--- src/rtl/semaforo_pkg.sv ---
// Shared definitions for the semaforo traffic-light controller.
// Holds the phase encoding, lamp codes, default timing values and the
// lamp decode helper used by the phase scheduler.
package semaforo_pkg;

    // Phase encoding; the value is also exported on the phase debug port.
    typedef enum logic [2:0] {
        A_GREEN   = 3'd0,
        A_YELLOW  = 3'd1,
        ALLRED_AB = 3'd2,
        B_GREEN   = 3'd3,
        B_YELLOW  = 3'd4,
        ALLRED_BA = 3'd5,
        FLASH     = 3'd6
    } state_t;

    // Lamp codes, bit order {red, yellow, green}.
    localparam logic [2:0] LAMP_RED = 3'b100;
    localparam logic [2:0] LAMP_YEL = 3'b010;
    localparam logic [2:0] LAMP_GRN = 3'b001;
    localparam logic [2:0] LAMP_OFF = 3'b000;

    // Default timing, in ticks.
    localparam int DEF_GREEN_MIN = 8;
    localparam int DEF_GREEN_MAX = 20;
    localparam int DEF_YELLOW_T  = 3;
    localparam int DEF_ALLRED_T  = 1;
    localparam int DEF_WALK_T    = 5;
    localparam int DEF_CNT_W     = 5;

    // Lamp pattern {light_a, light_b} for a phase. lit selects the on half
    // of the flashing cycle; it is ignored outside FLASH.
    function automatic logic [5:0] lamps_for(input state_t s, input logic lit);
        logic [5:0] l;
        l = {LAMP_RED, LAMP_RED};
        case (s)
            A_GREEN:  l = {LAMP_GRN, LAMP_RED};
            A_YELLOW: l = {LAMP_YEL, LAMP_RED};
            B_GREEN:  l = {LAMP_RED, LAMP_GRN};
            B_YELLOW: l = {LAMP_RED, LAMP_YEL};
            FLASH:    l = lit ? {LAMP_YEL, LAMP_RED} : {LAMP_OFF, LAMP_OFF};
            default:  l = {LAMP_RED, LAMP_RED};
        endcase
        return l;
    endfunction

endpackage

--- src/rtl/semaforo_tick_timer.sv ---
// Phase timer: counts tick strobes, saturates at all-ones, and clears
// synchronously. clear has priority over counting so a state change always
// starts the new phase at zero.
// Ports:
//   clk, rst   clock and synchronous active-high reset
//   tick       count enable strobe
//   clear      synchronous clear
//   count      current tick count
module semaforo_tick_timer #(
    parameter int CNT_W = 5
) (
    input  logic             clk,
    input  logic             rst,
    input  logic             tick,
    input  logic             clear,
    output logic [CNT_W-1:0] count
);

    always_ff @(posedge clk) begin
        if (rst || clear) begin
            count <= '0;
        end else if (tick && (count != '1)) begin
            count <= count + CNT_W'(1);
        end
    end

endmodule

--- src/rtl/semaforo_phase_scheduler.sv ---
// Phase sequencer for the two-road intersection. Runs the light state
// machine, arbitrates green time between main road A and side road B from
// the car_b sensor and latched pedestrian requests, and drives registered
// lamp and walk outputs. All timing is counted in tick strobes.
// Ports:
//   clk, rst          clock and synchronous active-high reset
//   tick              single-cycle timing strobe
//   car_b             side-road vehicle sensor (level)
//   ped_a, ped_b      pedestrian requests (pulse or level), latched
//   night_mode        flashing-mode request, honoured at all-red only
//   light_a, light_b  lamps {red,yellow,green}
//   walk_a, walk_b    pedestrian walk signals
//   phase             current state encoding (debug)
module semaforo_phase_scheduler
    import semaforo_pkg::*;
#(
    parameter int GREEN_MIN = DEF_GREEN_MIN,
    parameter int GREEN_MAX = DEF_GREEN_MAX,
    parameter int YELLOW_T  = DEF_YELLOW_T,
    parameter int ALLRED_T  = DEF_ALLRED_T,
    parameter int WALK_T    = DEF_WALK_T,
    parameter int CNT_W     = DEF_CNT_W
) (
    input  logic       clk,
    input  logic       rst,
    input  logic       tick,
    input  logic       car_b,
    input  logic       ped_a,
    input  logic       ped_b,
    input  logic       night_mode,
    output logic [2:0] light_a,
    output logic [2:0] light_b,
    output logic       walk_a,
    output logic       walk_b,
    output logic [2:0] phase
);

    // Thresholds compared against t = timer+1, one bit wider than the timer
    // so a saturated timer cannot wrap t back to zero.
    localparam logic [CNT_W:0]   T_GMIN = (CNT_W+1)'(GREEN_MIN);
    localparam logic [CNT_W:0]   T_GMAX = (CNT_W+1)'(GREEN_MAX);
    localparam logic [CNT_W:0]   T_YEL  = (CNT_W+1)'(YELLOW_T);
    localparam logic [CNT_W:0]   T_AR   = (CNT_W+1)'(ALLRED_T);
    localparam logic [CNT_W-1:0] T_WALK = CNT_W'(WALK_T);

    state_t           state, state_nx;
    logic [CNT_W-1:0] count, count_nx;
    logic [CNT_W:0]   t;
    logic             change;
    logic             enter_a, enter_b;
    logic             latch_a, latch_b, latch_a_nx, latch_b_nx;
    logic             walk_en_a, walk_en_b, walk_en_a_nx, walk_en_b_nx;
    logic             flash_on, flash_nx;

    semaforo_tick_timer #(.CNT_W(CNT_W)) u_timer (
        .clk   (clk),
        .rst   (rst),
        .tick  (tick),
        .clear (change),
        .count (count)
    );

    assign t = {1'b0, count} + (CNT_W+1)'(1);

    // Next-state logic; transitions only happen on tick cycles.
    always_comb begin
        state_nx = state;
        if (tick) begin
            case (state)
                A_GREEN:   if (t >= T_GMIN && (car_b || latch_b)) state_nx = A_YELLOW;
                A_YELLOW:  if (t == T_YEL) state_nx = ALLRED_AB;
                ALLRED_AB: if (t == T_AR) state_nx = night_mode ? FLASH : B_GREEN;
                B_GREEN:   if (t == T_GMAX || (t >= T_GMIN && !car_b)) state_nx = B_YELLOW;
                B_YELLOW:  if (t == T_YEL) state_nx = ALLRED_BA;
                ALLRED_BA: if (t == T_AR) state_nx = night_mode ? FLASH : A_GREEN;
                FLASH:     if (!night_mode) state_nx = ALLRED_BA;
                default:   state_nx = ALLRED_BA;
            endcase
        end
    end

    // Side-band next values. The timer value the register will hold after
    // this edge is needed here so walk can be decoded from next state.
    always_comb begin
        change  = (state_nx != state);
        enter_a = change && (state_nx == A_GREEN);
        enter_b = change && (state_nx == B_GREEN);

        count_nx = count;
        if (change) begin
            count_nx = '0;
        end else if (tick && (count != '1)) begin
            count_nx = count + CNT_W'(1);
        end

        // Walk eligibility is captured from the latch as it stood on entry.
        walk_en_a_nx = enter_a ? latch_a : walk_en_a;
        walk_en_b_nx = enter_b ? latch_b : walk_en_b;

        // A new request in the clearing cycle wins over the clear.
        latch_a_nx = ped_a ? 1'b1 : (enter_a ? 1'b0 : latch_a);
        latch_b_nx = ped_b ? 1'b1 : (enter_b ? 1'b0 : latch_b);

        // Flashing starts lit and toggles on every tick spent in FLASH.
        flash_nx = flash_on;
        if (change && (state_nx == FLASH)) begin
            flash_nx = 1'b1;
        end else if ((state == FLASH) && tick) begin
            flash_nx = ~flash_on;
        end
    end

    always_ff @(posedge clk) begin
        if (rst) begin
            state     <= ALLRED_BA;
            latch_a   <= 1'b0;
            latch_b   <= 1'b0;
            walk_en_a <= 1'b0;
            walk_en_b <= 1'b0;
            flash_on  <= 1'b0;
            light_a   <= LAMP_RED;
            light_b   <= LAMP_RED;
            walk_a    <= 1'b0;
            walk_b    <= 1'b0;
        end else begin
            state     <= state_nx;
            latch_a   <= latch_a_nx;
            latch_b   <= latch_b_nx;
            walk_en_a <= walk_en_a_nx;
            walk_en_b <= walk_en_b_nx;
            flash_on  <= flash_nx;
            {light_a, light_b} <= lamps_for(state_nx, flash_nx);
            walk_a    <= (state_nx == A_GREEN) && walk_en_a_nx && (count_nx < T_WALK);
            walk_b    <= (state_nx == B_GREEN) && walk_en_b_nx && (count_nx < T_WALK);
        end
    end

    assign phase = state;

endmodule
--- config.mk ---
export PLATFORM = sky130hd
export DESIGN_NAME = semaforo_phase_scheduler
export DESIGN_NICKNAME = d
export VERILOG_FILES = /design/src/rtl/semaforo_pkg.sv /design/src/rtl/semaforo_tick_timer.sv /design/src/rtl/semaforo_phase_scheduler.sv
export SDC_FILE = /design/constraint.sdc
export NUM_CORES = 1
export LEC_CHECK = 0
export BUFFER_PORTS_ARGS = -buffer_cell sky130_fd_sc_hd__buf_2
export CORE_UTILIZATION = 28
export DETAILED_ROUTE_END_ITERATION = 10
export HOLD_SLACK_MARGIN = 0.08
export SKIP_CTS_REPAIR_TIMING = 1
export SLEW_MARGIN = 30
export SYNTH_ARGS = -nofsm -noshare
export SYNTH_HDL_FRONTEND = slang
export SYNTH_SLANG_ARGS = --single-unit
--- constraint.sdc ---
create_clock -name clk -period 2.8 [get_ports clk]
set_input_delay 0.28 -clock clk [delete_from_list [all_inputs] [get_ports clk]]
set_output_delay 0.28 -clock clk [all_outputs]
set_load 0.01 [all_outputs]
==> summary.txt, run 1 <==
Maximum fanout along the worst path - 6
Synthesized flop and latch total - 21
Latest clock arrival within the worst-skew pair - 0.26 ns
Port bufs - 17
Syn_area_per_cell - 8.20 um^2
Seq/Total Area, Yosys - 31.1%
Clock power frac - 23.1%
Combinational power share - 36.2%
Register area - 423 um^2
Fin Setup TNS - 0 ns
Initial antenna violation count - 0
Fillers - 484
Final Hold Viols - 0
Worst-path clk slew - 0.08 ns
Top_reg_cell synth - dfxtp_1
Clk_skew - 0.00647 ns
Largest net degree at the start of global routing - 18
Worst Setup End Kind - flip-flop
Area of the core - 4500 um^2
Routability cong. - 0.856
Unrepaired setup endpoints after global routing - false
Horiz. Die Dim - 71.5 um
P_sw - 311 uW
Max H-tree Level - 1
Initial core utilization - 30.1%
Reg power frac - 40.7%
Footprint of the multi-input gates - 916 um^2
Routed Wire Length - 3.35 mm
Worst Tran Pin Value - 0.569 ns
Max VDD drop - 0.250 mV
Final setup vio count - 0
Final worst-path cycle share - 95.7%
Syn nets - 177
Cells after Synth - 165
Total leakage power - 0.692 nW
Critical path arrival - 2.83 ns
Net count, final - 205
Hold Path Class - primary input to flip-flop
Detailed Place HPWL - 2.46 mm
Worst R2R Path Depth - 11
Vias - 1286
Drc violations - 0
WP data required - 2.95 ns
Switching share of power - 35.5%
CTS tree - yes
Area grow syn2layout - 23.9%
EDFF count, synth - 0
Fmax - 373 MHz
IO Pins - 18
Hold Worst Slack - 0.243 ns
Clock Sinks - 21
DRT Pass-1 Iters - 5
Ratio of cells with drive above 1 in the final layout - 31.3%
Setup CP Type - flip-flop to flip-flop
Ys async rst share - 0%
Yosys warns - 0
DIE AREA - 5120 um^2
CTS Buffer Depth - 2
Cell depth of the worst min-delay path - 3
Status - finished, final reports clean
Max_slew headroom - 61.1%
Max Cap Viol - 0
Gr usage total - 14.2%
Routed len/inst - 13.7 um
CP Launch Type - flip-flop
Post-synthesis cell area - 1350 um^2
Initial drt markers - 112
Antenna cell count - 0
First-pass GRT wire length - 5.80 mm
FP Rows - 24
PD cells - 521 nW/um^2
CTS root buf - clkbuf_8
ANT nets after route - 0
Minimum clock period - 2.68 ns
Vias in the first global route - 1233
Distinct cell type count after synthesis - 54
CTS buffer count - 3
P_int - 564 uW
Max Transition Viols Final - 0
Die H - 71.5 um
Via density - 5.27
Total grt overflow - 0
[cell usage in the layout (no fill, tap or decap), types with 2 or more instances in the layout]
master	count
clkbuf_8	3
and2_1	2
o21ai_2	2
ha_1	3
nand3_1	5
a31oi_2	2
dfxtp_1	19
and3_4	2
nand2b_1	3
o21ai_4	2
or3_4	2
o31ai_2	2
nand4_1	5
a31oi_1	2
nor3_1	12
inv_1	10
o31ai_1	2
buf_4	14
nor2_1	11
nand2_1	20
buf_2	17
xnor2_1	3
a21oi_1	7
xor2_1	3
dfxtp_2	2
o21ai_0	5
[cell type report]
type,count,area share (%)
clock buffer,3,2.46
clock inverter,1,0.298
inverter,10,2.24
multi-input combinational,126,54.6
sequential,21,25.2
tap,52,3.88
timing repair buffer,31,11.3
[power by group through the flow]
| stage | Clock [mW] | Sequential, mW | Combinational, mW |
|---|---|---|---|
| 3_3_place_gp | 0 | 0.362 | 0.294 |
| 4_1_cts | 0.205 | 0.354 | 0.296 |
| 6_report | 0.202 | 0.356 | 0.316 |
| 5_1_grt | 0.221 | 0.360 | 0.349 |
| 2_1_floorplan | 0 | 0.361 | 0.198 |
| 3_5_place_dp | 0 | 0.360 | 0.295 |
[registers in the layout, summed over array words and instances, names as in the netlist]
register / cells
flash_on: 1
light_a: 3
walk_en_a: 1
latch_a: 1
latch_b: 1
walk_b: 1
walk_a: 1
u_timer.count: 5
light_b: 3
walk_en_b: 1
phase: 3
[routing by layer]
metal | global-route usage [%] | up-vias | wire length [um]
li1 | - | 653 | -
met2 | 21.4 | 30 | 1500
met5 | 0 | - | 0
met1 | 20.5 | 601 | 1680
met4 | 5.88 | 0 | 42
met3 | 1.97 | 2 | 127
[stage by stage]
step | std cells | setup WS (ns) | util [%] | instance area, um^2 | power (mW)
2_1_floorplan | 165 | 0.0424 | - | 1370 | 0.560
3_3_place_gp | 237 | 0.113 | 34.8 | 1570 | 0.655
3_5_place_dp | 237 | 0.0686 | 34.8 | 1570 | 0.655
4_1_cts | 241 | 0.0469 | 35.8 | 1610 | 0.855
5_1_grt | 244 | 0.00904 | 37.3 | 1680 | 0.930
6_report | 244 | 0.121 | 37.3 | 1680 | 0.874
[cell usage after synthesis, types with 2 or more instances]
cell,n,area [um^2]
xnor2_1,3,26.3
xor2_1,3,26.3
and2_1,2,12.5
or3_4,2,22.5
o21ai_4,2,32.5
nor3_1,13,65.1
nand4_1,5,31.3
nand2b_1,3,18.8
o21ai_0,5,25.0
a31oi_1,4,25.0
o31ai_1,3,22.5
nor2_1,11,41.3
o21ai_1,2,10.0
nand3_1,5,25.0
clkbuf_1,5,18.8
nand2_1,20,75.1
inv_1,10,37.5
a21oi_1,7,35.0
ha_1,5,62.6
dfxtp_1,21,420
[path summary, 6_finish.rpt]
path	startpoint	to	slack, ns
worst max-delay path	u_timer.count[0]$_SDFF_PP0_	latch_b$_SDFFE_PP0P_	0.12
worst min-delay path	ped_b	latch_b$_SDFFE_PP0P_	0.24
worst max register to register	u_timer.count[0]$_SDFF_PP0_	latch_b$_SDFFE_PP0P_	0.12
worst min register to register	walk_en_b$_SDFF_PP0_	walk_en_b$_SDFF_PP0_	0.47
[kinds of logic (layout without fill, tap and decap cells)]
group | count (synthesis) | after routing | share of synthesized area, %
buf+inv | 18 | 45 | 5.45
compound gates | 41 | 41 | 24.1
xor+xnor | 6 | 6 | 3.88
flops | 21 | 21 | 31.1
mux | 2 | 2 | 1.85
fa+ha+maj | 5 | 5 | 4.62
simple gates | 72 | 72 | 29.0
[critical path, cell delays in order, from the launching register on]
cell and delay, ns:
dfxtp_2 0.33, ha_2 0.18, and3_4 0.17, ha_4 0.23, nor2b_1 0.11, mux2_4 0.19, nand3_4 0.08, or3_4 0.40
o221a_4 0.31, or3_4 0.35, o21ai_2 0.15, a21oi_1 0.07
Power figures use the tool's default switching activity.
==> inputs of run 2 (changes only) <==
Settings changed: BUFFER_PORTS_ARGS -buffer_cell sky130_fd_sc_hd__buf_2 to not set, DONT_BUFFER_PORTS set to 1.
==> run 2 against run 1 <==
  * Worst setup slack got worse by 0.029 ns
  * Critical path depth stayed put
  * Die area unchanged
  * Flip-flop and latch count unchanged
  * Critical path type unchanged
  * Highest routed layer unchanged
==> summary.txt, run 2 (synthesis gave the netlist of run 1 again) <==
Most frequent cells in the layout - nand2_1 (20), dfxtp_1 (19), buf_4 (14)
Worst R2R Path Depth - 11 (unchanged)
Maximum fanout along the worst path - 6 (unchanged)
Setup CP Type - flip-flop to flip-flop
Total power - 844 uW (-3.4%)
WP data required - 2.95 ns (about the same)
Total grt overflow - 0 (unchanged)
Detailed Place HPWL - 2.48 mm (+0.77%)
Cell depth of the worst min-delay path - 1 (-2)
Area grow syn2layout - 16.6%
Reg2reg end - latch_b$_SDFFE_PP0P_
First-pass GRT wire length - 5.68 mm (-2.1%)
Final worst-path cycle share - 96.7% (+1.0 points)
Ratio of cells with drive above 1 in the final layout - 21.7% (-9.5 points)
Final setup vio count - 0 (unchanged)
Die H - 71.5 um (unchanged)
Commonest non-fill, non-tap cell in the layout - nand2_1
Routed len/inst - 15.1 um (+10%)
Max VDD drop - 0.228 mV (-8.6%)
DIE AREA - 5120 um^2 (unchanged)
Antenna cell count - 0 (unchanged)
Critical path arrival - 2.86 ns (+0.03 ns)
Area of the core - 4500 um^2 (unchanged)
Hold Worst Slack - 0.0795 ns (-0.164 ns)
Largest net degree at the start of global routing - 18 (unchanged)
R2r setup slk - 0.09 ns (-0.03 ns)
Worst Setup End Kind - flip-flop
Placed Instances - 221 (-6.8%)
Minimum clock period - 2.71 ns (+0.0285 ns)
Total leakage power - 0.618 nW (-11%)
Most flops, register - u_timer.count
Clock Sinks - 21 (unchanged)
Max H-tree Level - 1 (unchanged)
Initial antenna violation count - 0 (unchanged)
Setup ws final - 0.0922 ns (-0.0285 ns)
Worst-path clk slew - 0.08 ns (about the same)
ANT nets after route - 0 (unchanged)
Drc violations - 0 (unchanged)
Latest clock arrival within the worst-skew pair - 0.26 ns (about the same)
Clk_skew - 0.00150 ns (-0.00496 ns)
Max reg flops - 5 (unchanged)
Status - finished, final reports clean
Vias in the first global route - 1173 (-4.9%)
Min-delay src - rst
Setup WS pre-CTS - 0.116 ns (+0.0477 ns)
PD cells - 535 nW/um^2 (+2.6%)
Max Cap Viol - 0 (unchanged)
Fmax - 369 MHz (-1.1%)
Max_slew headroom - 56.0% (-5.1 points)
DRT Pass-1 Iters - 4 (-1)
Initial core utilization - 30.1% (unchanged)
Routability cong. - 0.824 (-3.7%)
Max Transition Viols Final - 0 (unchanged)
CTS tree - yes
Initial drt markers - 97 (-13%)
Port bufs - 0 (-17)
Gr usage total - 14.0% (-0.21 points)
Post-route cell area - 1580 um^2 (-5.9%)
IO Pins - 18 (unchanged)
Routed Wire Length - 3.43 mm (+2.3%)
Placed Area - 1490 um^2 (-5.0%)
CTS Buffer Depth - 2 (unchanged)
Fin Setup TNS - 0 ns (unchanged)
Vias - 1252 (-2.6%)
Horiz. Die Dim - 71.5 um (unchanged)
Net count, final - 188 (-8.3%)
Via density - 5.52 (+4.6%)
Worst Tran Pin Value - 0.659 ns (+0.0907 ns)
CTS buffer count - 3 (unchanged)
Hold Path Class - primary input to flip-flop
Final Hold Viols - 0 (unchanged)
FP Rows - 24 (unchanged)
CTS root buf - clkbuf_8
Post-Layout Cell Count - 227 (-7.0%)
R2R Path Start - u_timer.count[0]$_SDFF_PP0_
Final core occ - 35.1% (-2.2 points)
Hold path endpoint - latch_a$_SDFFE_PP0P_
CP Launch Type - flip-flop
## run 2: power breakdown
group,internal [mW],switching (mW),total [mW],leakage (nW)
Clock,0.0990,0.0988,0.198,0.0255
Combinational,0.119,0.160,0.279,0.420
Sequential,0.327,0.0401,0.367,0.173
Total,0.546,0.299,0.844,0.618
## run 2: worst max-delay path: stages (launching register included)
cell and delay [ns]:
dfxtp_2 0.32, ha_1 0.21, and3_4 0.18, ha_4 0.23
nor2b_1 0.11, mux2_4 0.19, nand3_4 0.11, or3_4 0.36
o221a_4 0.29, or3_4 0.39, o21ai_1 0.13, a21oi_1 0.07
## run 2: final cells by class
class,count,area (um^2)
sequential,21,423
clock inverter,1,5.00
fill,481,2930
multi-input combinational,126,902
inverter,10,37.5
tap,52,65.1
timing repair buffer,14,105
clock buffer,3,41.3
## run 2: metal layers
layer  vias to the layer above  track usage (%)  part of all wire [%]
li1                        622                -                     -
met1                       599             19.5                    49
met2                        29             21.5                    45
met3                         2             2.25                   4.8
met5                         -                0                     0
met4                         0             6.10                   1.2
## run 2: how the worst max path moves through the flow
stage                                           start                    end  slack [ns]
after global routing      u_timer.count[0]$_SDFF_PP0_  light_a[1]$_SDFF_PP0_       -0.01
after CTS                 u_timer.count[0]$_SDFF_PP0_   latch_b$_SDFFE_PP0P_        0.09
after detailed placement  u_timer.count[0]$_SDFF_PP0_   latch_b$_SDFFE_PP0P_        0.12
after floorplan           u_timer.count[0]$_SDFF_PP0_   latch_b$_SDFFE_PP0P_        0.04
final                     u_timer.count[0]$_SDFF_PP0_   latch_b$_SDFFE_PP0P_        0.09
after global placement    u_timer.count[0]$_SDFF_PP0_  light_b[2]$_SDFF_PP1_        0.13
==> inputs of run 3 (changes only) <==
Settings changed: CTS_CLUSTER_SIZE set to 20, PLACE_DENSITY set to 0.41.
==> run 3 against run 2 <==
  * Die area stayed put
  * Maximum frequency down 0.81%
  * Clock skew grew 0.0016 ns
  * Critical path type unchanged
  * Clock power increased by 2%
  * Critical path depth unchanged
  * Total power is 1.4% higher
  * Routed wire length up 4.6%
  * Sequential power is essentially flat
  * Non-clock buffer count unchanged
==> summary.txt, run 3 (synthesis gave the netlist of run 1 again) <==
Worst Tran Pin Value - 0.622 ns (-0.0369 ns)
Footprint of the multi-input gates - 910 um^2 (+0.83%)
Max reg flops - 5 (unchanged)
Initial drt markers - 99 (+2.1%)
Via density - 5.57 (+1.0%)
CP top delay family - simple AND/OR/NAND/NOR gates
CP cell instances - ha_4 > and3_4 > ha_4 > nor2b_1 > mux2_4 > nand3_4 > or3_4 > o221a_4 > or3_4 > nand2_2 > o221ai_2
IO Pins - 18 (unchanged)
Largest net degree at the start of global routing - 18 (unchanged)
Die H - 71.5 um (unchanged)
Hold Path Class - primary input to flip-flop
Maximum fanout along the worst path - 6 (unchanged)
Port bufs - 0 (unchanged)
CTS tree - yes
Antenna cell count - 0 (unchanged)
Initial antenna violation count - 0 (unchanged)
Minimum clock period - 2.73 ns (+0.0220 ns)
Final core occ - 35.3% (+0.22 points)
Ratio of cells with drive above 1 in the final layout - 22.9% (+1.1 points)
Setup CP Type - flip-flop to flip-flop
FP Rows - 24 (unchanged)
Fmax - 366 MHz (-0.81%)
Clock Sinks - 21 (unchanged)
Worst R2R Path Depth - 11 (unchanged)
P_sw - 309 uW (+3.3%)
Reg2reg end - light_b[2]$_SDFF_PP1_
Buf/Inv on CP - 0 (unchanged)
CTS buffer count - 3 (unchanged)
Drc violations - 0 (unchanged)
Final worst-path cycle share - 97.5% (+0.79 points)
CTS root buf - clkbuf_8
First-pass GRT wire length - 5.82 mm (+2.6%)
Register area - 423 um^2 (unchanged)
Clock power frac - 23.6% (+0.2 points)
ANT nets after route - 0 (unchanged)
Routability cong. - 0.772 (-6.4%)
PD cells - 539 nW/um^2 (+0.73%)
Most frequent cells in the layout - nand2_1 (19), dfxtp_1 (19), nor3_1 (13), buf_4 (13), nor2_1 (11)
R2r setup slk - 0.07 ns (-0.02 ns)
P_int - 547 uW (+0.33%)
Cell depth of the worst min-delay path - 1 (unchanged)
Max Cap Viol - 0 (unchanged)
Switching share of power - 36.1% (+0.66 points)
Post-route cell area - 1590 um^2 (+0.63%)
Combinational power share - 33.8% (+0.7 points)
Hold path endpoint - latch_b$_SDFFE_PP0P_
Max VDD drop - 0.277 mV (+21%)
Routed len/inst - 15.8 um (+4.6%)
Worst-path clk slew - 0.08 ns (about the same)
Worst Setup End Kind - flip-flop
DRT Pass-1 Iters - 4 (unchanged)
Placed Area - 1500 um^2 (+0.50%)
Final Hold Viols - 0 (unchanged)
Final setup vio count - 0 (unchanged)
Most flops, register - u_timer.count
Horiz. Die Dim - 71.5 um (unchanged)
Total leakage power - 0.618 nW (about the same)
CP Launch Type - flip-flop
Routed Wire Length - 3.59 mm (+4.6%)
Total grt overflow - 0 (unchanged)
Max Transition Viols Final - 0 (unchanged)
Status - finished, final reports clean
DIE AREA - 5120 um^2 (unchanged)
Latest clock arrival within the worst-skew pair - 0.26 ns (about the same)
Vias - 1265 (+1.0%)
Critical Path Source - u_timer.count[0]$_SDFF_PP0_
CTS Buffer Depth - 2 (unchanged)
Gr usage total - 14.5% (+0.51 points)
Reg power frac - 42.6% (-0.9 points)
Initial core utilization - 30.1% (unchanged)
Slowest-stage cell, CP - or3_4
Max_slew headroom - 58.5% (+2.5 points)
Area grow syn2layout - 17.4%
WP data required - 2.94 ns (about the same)
Max H-tree Level - 1 (unchanged)
Area of the core - 4500 um^2 (unchanged)
Fillers - 474 (-1.5%)
Total power - 856 uW (+1.4%)
Min-delay src - rst
Critical path arrival - 2.87 ns (about the same)
Critical Path Max Stage Delay - 0.41 ns (+0.02 ns)
Vias in the first global route - 1211 (+3.2%)
Net count, final - 188 (unchanged)
Detailed Place HPWL - 2.69 mm (+8.1%)
R2R Path Start - u_timer.count[0]$_SDFF_PP0_
Clk_skew - 0.00311 ns (+0.00160 ns)
run 3: cell count changes in the layout (fill, tap and decap cells not counted), sizes merged:
cell         delta
dlygate4sd3     +1
buf             -1
run 3: layout make-up:
type	count	area share, %
clock buffers	3	2.60
clock inverters	1	0.315
inverters	10	2.36
multi-input cells	126	57.2
flip-flops and latches	21	26.6
well taps	52	4.09
repair buffers	14	6.77
run 3: how the worst max path moves through the flow:
stage                                        to  slack (ns)  depth (start not counted)
after floorplan            latch_b$_SDFFE_PP0P_        0.04                         12
after global placement     latch_b$_SDFFE_PP0P_        0.07                         11
after detailed placement  light_b[2]$_SDFF_PP1_        0.07                         11
after CTS                 light_b[2]$_SDFF_PP1_        0.06                         11
after global routing       latch_b$_SDFFE_PP0P_      -0.003                         11
final                     light_b[2]$_SDFF_PP1_        0.07                         11
run 3: power by group through the flow:
stage	logic, mW	registers (mW)	clock network (mW)
6_report	0.290	0.365	0.202
5_1_grt	0.323	0.369	0.219
4_1_cts	0.280	0.362	0.209
3_5_place_dp	0.278	0.368	0
3_3_place_gp	0.280	0.369	0
2_1_floorplan	0.198	0.361	0
run 3: stage by stage:
step / setup WS (ns) / hold WS [ns] / cells / TNS, ns
2_1_floorplan: 0.0424 / 0.361 / 165 / 0
5_1_grt: -0.00262 / 0.0633 / 227 / -0.00506
3_5_place_dp: 0.0670 / 0.354 / 222 / 0
6_report: 0.0701 / 0.0778 / 227 / 0
3_3_place_gp: 0.0667 / 0.351 / 222 / 0
4_1_cts: 0.0556 / 0.0702 / 226 / 0
run 3: metal layers:
layer / share of wire (%) / up-vias / track usage (%)
met5: 0 / - / 0
met4: 2.8 / 0 / 7.19
met3: 4.3 / 12 / 2.11
met2: 43 / 34 / 21.3
met1: 50 / 599 / 20.8
li1: - / 620 / -
